[src/rtl/rx_fifo_pkg.sv]
`default_nettype none
// ----------------------------------------------------------------------------
// Module   : rx_fifo_pkg
// Brief    : Shared types and defaults for the receive output FIFO.
// Revision : 1.0 - initial release
// ----------------------------------------------------------------------------
package rx_fifo_pkg;

  // One queued byte from the output process block
  typedef logic [7:0] byte_t;

  // Default geometry
  localparam int c_DEPTH_DEFAULT    = 8;
  localparam int c_AF_LEVEL_DEFAULT = 6;

  // Pointer width for a given entry count (never narrower than one bit)
  function automatic int ptr_width(input int depth);
    return (depth > 1) ? $clog2(depth) : 1;
  endfunction

endpackage
`default_nettype wire

[src/rtl/rx_fifo_mem.sv]
`default_nettype none
// ----------------------------------------------------------------------------
// Module   : rx_fifo_mem
// Brief    : Register-file storage for rx_fifo_out. One synchronous write port,
//            one asynchronous read port. Contents are never reset.
// Revision : 1.0 - initial release
// ----------------------------------------------------------------------------
module rx_fifo_mem
  import rx_fifo_pkg::*;
#(
  parameter int DEPTH = c_DEPTH_DEFAULT,
  parameter int AW    = ptr_width(c_DEPTH_DEFAULT)
) (
  input  logic          clk2,
  input  logic          wr_en,
  input  logic [AW-1:0] wr_addr,
  input  logic [7:0]    wr_data,
  input  logic [AW-1:0] rd_addr,
  output logic [7:0]    rd_data
);

  byte_t r_mem [DEPTH];

  // Store the incoming byte at the write address when the write is accepted
  always_ff @(posedge clk2) begin
    if (wr_en) begin
      r_mem[wr_addr] <= wr_data;
    end
  end

  assign rd_data = r_mem[rd_addr];

endmodule
`default_nettype wire

[src/rtl/rx_fifo_out.sv]
`default_nettype none
// ----------------------------------------------------------------------------
// Module   : rx_fifo_out
// Brief    : Byte FIFO between the output process block and the downstream
//            consumer. Zero-latency head read, sticky overflow on dropped
//            writes, synchronous flush, asynchronous active-low reset.
//            Optional feature macro: RX_FIFO_ALMOST_FULL_EN adds the
//            almost_full output (count >= AF_LEVEL).
// Revision : 1.0 - initial release
// ----------------------------------------------------------------------------
module rx_fifo_out
  import rx_fifo_pkg::*;
#(
  parameter int DEPTH    = c_DEPTH_DEFAULT,
  parameter int AF_LEVEL = c_AF_LEVEL_DEFAULT
) (
  input  logic                   clk2,
  input  logic                   NReset,
  input  logic [7:0]             wr_data,
  input  logic                   wr_en,
  input  logic                   rd_ready,
  input  logic                   flush,
  output logic [7:0]             rd_data,
  output logic                   rd_valid,
  output logic                   full,
  output logic [$clog2(DEPTH):0] count,
  output logic                   overflow
`ifdef RX_FIFO_ALMOST_FULL_EN
  ,
  output logic                   almost_full
`endif
);

  localparam int c_AW = ptr_width(DEPTH);
  localparam int c_CW = $clog2(DEPTH) + 1;

  localparam logic [c_AW-1:0] c_PTR_ONE    = 1;
  localparam logic [c_CW-1:0] c_CNT_ONE    = 1;
  localparam logic [c_CW-1:0] c_CNT_FULL   = c_CW'(DEPTH);

  logic [c_AW-1:0] r_wr_ptr;
  logic [c_AW-1:0] r_rd_ptr;
  logic [c_CW-1:0] r_count;
  logic            r_overflow;

  logic            w_rd_valid;
  logic            w_full;
  logic            w_wr_acc;
  logic            w_rd_acc;
  logic            w_wr_drop;
  logic [7:0]      w_mem_rd;

  // Status comes only from registered state, never from the strobes
  assign w_rd_valid = (r_count != '0);
  assign w_full     = (r_count == c_CNT_FULL);

  // Flush suppresses every transfer in its cycle; a full queue refuses writes
  // even when a read frees an entry on the same edge
  assign w_wr_acc  = wr_en & ~w_full & ~flush;
  assign w_rd_acc  = w_rd_valid & rd_ready & ~flush;
  assign w_wr_drop = wr_en & w_full & ~flush;

  // Pointer, occupancy and sticky overflow update; DEPTH is a power of two so
  // the pointers wrap naturally from DEPTH-1 to 0
  always_ff @(posedge clk2 or negedge NReset) begin
    if (!NReset) begin
      r_wr_ptr   <= '0;
      r_rd_ptr   <= '0;
      r_count    <= '0;
      r_overflow <= 1'b0;
    end else if (flush) begin
      r_wr_ptr   <= '0;
      r_rd_ptr   <= '0;
      r_count    <= '0;
      r_overflow <= 1'b0;
    end else begin
      if (w_wr_acc) begin
        r_wr_ptr <= r_wr_ptr + c_PTR_ONE;
      end
      if (w_rd_acc) begin
        r_rd_ptr <= r_rd_ptr + c_PTR_ONE;
      end
      case ({w_wr_acc, w_rd_acc})
        2'b10:   r_count <= r_count + c_CNT_ONE;
        2'b01:   r_count <= r_count - c_CNT_ONE;
        default: r_count <= r_count;
      endcase
      if (w_wr_drop) begin
        r_overflow <= 1'b1;
      end
    end
  end

  rx_fifo_mem #(
    .DEPTH (DEPTH),
    .AW    (c_AW)
  ) u_mem (
    .clk2    (clk2),
    .wr_en   (w_wr_acc),
    .wr_addr (r_wr_ptr),
    .wr_data (wr_data),
    .rd_addr (r_rd_ptr),
    .rd_data (w_mem_rd)
  );

  // Storage is never cleared, so stale bytes are masked while empty
  assign rd_data  = w_rd_valid ? w_mem_rd : 8'h00;
  assign rd_valid = w_rd_valid;
  assign full     = w_full;
  assign count    = r_count;
  assign overflow = r_overflow;

`ifdef RX_FIFO_ALMOST_FULL_EN
  localparam logic [c_CW-1:0] c_CNT_AF = c_CW'(AF_LEVEL);
  assign almost_full = (r_count >= c_CNT_AF);
`endif

endmodule
`default_nettype wire

[config.mk]
export PLATFORM = sky130hd
export DESIGN_NAME = rx_fifo_out
export DESIGN_NICKNAME = d
export VERILOG_FILES = /design/src/rtl/rx_fifo_pkg.sv /design/src/rtl/rx_fifo_mem.sv /design/src/rtl/rx_fifo_out.sv
export SDC_FILE = /design/constraint.sdc
export NUM_CORES = 1
export LEC_CHECK = 0
export ABC_AREA = 1
export BUFFER_PORTS_ARGS = -buffer_cell sky130_fd_sc_hd__buf_2
export CAP_MARGIN = 25
export CORE_MARGIN = 2
export CORE_UTILIZATION = 43
export DETAILED_ROUTE_END_ITERATION = 8
export SYNTH_ARGS = -nofsm -noshare
export SYNTH_HDL_FRONTEND = slang
export SYNTH_SLANG_ARGS = --single-unit
export TNS_END_PERCENT = 5
[constraint.sdc]
create_clock -name clk2 -period 2 [get_ports clk2]
set_input_delay 0.1 -clock clk2 [delete_from_list [all_inputs] [get_ports clk2]]
set_output_delay 0.1 -clock clk2 [all_outputs]
set_load 0.1 [all_outputs]
==> impl_metrics.ini <==
[status]
status = finished, final reports clean

[pwr]
powerDensity_nw_per_um2 = 1650
power_uw = 6760
max-vdd-ir-drop_mv = 1.11
p_leak_uw = 0.00153

[setup_path]
critPathKind = register to register
crit_chain = nor2_4 -> nand2_2 -> nand2_4 -> nor2_8 -> nand2_4 -> inv_1 -> ha_1 -> nand4_1 -> nand2_1 -> inv_2 -> nand2_1 -> nand2_1 -> nand3_2 -> nand2_1
cpMostUsedCell = nand2_1
crit_path_top_delay_cell = dfrtp_4
start_kind = register
critPathRequiredTime_ns = 2.22
crit_fanout = 6
critPathArrivalTime_ns = 2.18
cp_slowest_stage_delay_ns = 0.50
crit_path_end_kind = register

[timing]
maxSlewViolCount = 0
finalHoldViolations = 0
max_slew_margin_pct = 40.3
timing.final.crit_share_pct = 97.7
finalSetupViolCount = 0
fin_crit_ns = 1.95
fin_ws_ns = 0.0466
tns_ns = 0
fmax_mhz = 512
tightest_slew_ns = 0.893
rsz0062_at_grt = yes
fin_skew_ns = 0.0105
hold_slack_ns = 0.0502

[finish]
fin_nets = 345
fin_util_pct = 56.5
synthToLayoutAreaGrowth_pct = 26.7
drive_gt1_share_pct = 30.6
n_antenna_cell = 0
nFillCells = 607

[die]
start_util_pct = 44.6
die_w_um = 90.7
io_pins = 28
rows = 31
die_h_um = 90.7
core_um2 = 7250
die_area_um2 = 8230

[global_routing]
grt_pass1_vias = 2228
grt_max_degree = 19
antenna_found_initial = 0
grt_overflow_total = 0
grt_use_total_pct = 18.0
grt_pass1_wl_um = 11200

[routing]
drtPass1Iterations = 4
routedWlPerCell_um = 16.3
vias = 2251
ant_nets = 0
wl_um = 7050
drt_iter0_drc = 254
route.detailed.drc = 0
vias_per_cell = 5.21

[logic_synthesis]
yosysWarnings = 0
synth_nets = 297
netlist_instances = 280
synth_area_per_cell_um2 = 11.5
ys_seq_elements = 75
netlist_area_um2 = 3230
ys_seq_area_share_pct = 68.0
synth.distinct_cells = 26

[min_path]
hold_path_class = primary input to register

[placement]
pre_cts_slack_ns = 0.0339
port_buffers = 27
gp_congestion = 0.849
dp_hpwl_um = 4710

[cts]
clk_pin_slew_worst_paths_ns = 0.08
htree_levels = 3
cts_root_buf = clkbuf_8
clk_latency_ns = 0.34
cts_tree = done
clock-sinks = 75
clock_path_buffers = 2
cts_buffers = 9

[run]
maxCapViolCount = 0
## state kept, by name (all words and copies together) (netlist names)
register	cells
overflow	1
count	4
r_wr_ptr	3
u_mem.r_mem	64
r_rd_ptr	3
## final timing paths
check / from / to / slack [ns] / depth (start not counted)
worst max-delay path: count[1] / count[3] / 0.05 / 14
worst min-delay path: wr_data[4] / u_mem.r_mem[3][4] / 0.05 / 1
worst max register to register: count[1] / count[3] / 0.05 / 14
worst min register to register: overflow / overflow / 0.51 / 2
max in group asynchronous: NReset / count[1] / 1.59 / 2
min in group asynchronous: NReset / count[3] / 0.17 / 2
## kinds of logic after synthesis
logic type | synth area share, %
AOI/OAI and AO/OA | 11.6
xor gates and xnor gates | 0.271
adders and majority gates | 1.55
buffers and inverters | 3.87
DFF | 68.0
and+or+nand+nor | 14.7
## area by class of cell
type	instances	area (um^2)	share of cell area, %
multi-input combinational	174	1050	25.7
clock inverter	1	7.51	0.183
clock buffer	15	176	4.31
sequential	75	2210	54.1
timing repair buffer	47	435	10.6
inverter	21	85.1	2.08
tap	99	124	3.02
## critical path, delay by kind of cell, from the launching register on
| kind | cells | cell delay (ns) |
|---|---|---|
| adders and majority gates | 1 | 0.33 |
| buffers and inverters | 2 | 0.10 |
| and+or+nand+nor | 11 | 0.92 |
| DFF | 1 | 0.50 |
## stage by stage
| stage | instances | instance area [um^2] |
|---|---|---|
| after global routing | 432 | 4100 |
| final | 432 | 4100 |
| after global placement | 411 | 3810 |
| after detailed placement | 411 | 3810 |
| after floorplan | 280 | 3370 |
| after CTS | 431 | 4050 |
## routing by layer
layer	GRT usage (%)	share of wire [%]	up-vias	wire length [um]
met3	2.75	2.8	9	195
met2	28.2	47	43	3280
met4	7.05	1.8	0	130
met1	25.2	49	1118	3440
met5	0	0	-	0
li1	-	-	1081	-
## report_power, final
part           switching, uW  total (uW)  internal (uW)
combinational           2570        3790           1220
clock                    517        1070            555
sequential              85.4        1900           1810
total                   3170        6760           3580
## cells in the final DEF (no fill, tap or decap), drive strengths merged, types with 2 or more instances in the layout
master / count
buf: 46
dfrtp: 11
o21ai: 49
nor2: 59
a21oi: 3
edfxtp: 64
inv: 19
nand2: 31
ha: 4
nand3: 8
o22ai: 9
clkbuf: 15
a31oi: 8
clkinvlp: 2
## what timing repair did
action,in CTS,in global routing
buffers inserted,3,1
hold endpoints to repair,11,0
resized for setup,5,13
cloned,0,0
setup endpoints to repair,8,66
hold buffers,1,0
## cells in the mapped netlist
master,instances,area (um^2)
edfxtp_1,64,1920
nand2_4,4,45.0
ha_1,4,50.1
buf_2,7,35.0
nand3_2,5,50.1
a31oi_1,8,50.1
nand4_1,1,6.26
a21oi_1,3,15.0
nor2_2,1,6.26
nor2_1,57,214
dfrtp_1,11,275
nand3_1,3,15.0
nand2_2,4,25.0
xnor2_1,1,8.76
nand2_1,23,86.3
inv_2,6,22.5
o21ai_0,25,125
o21ai_1,23,115
o22ai_1,8,50.1
clkinv_1,1,3.75
o22ai_2,1,12.5
nand3b_1,1,7.51
inv_1,14,52.6
clkbuf_1,3,11.3
o21ai_2,1,8.76
nor2_8,1,20.0
(Power assumes the default switching activity.)
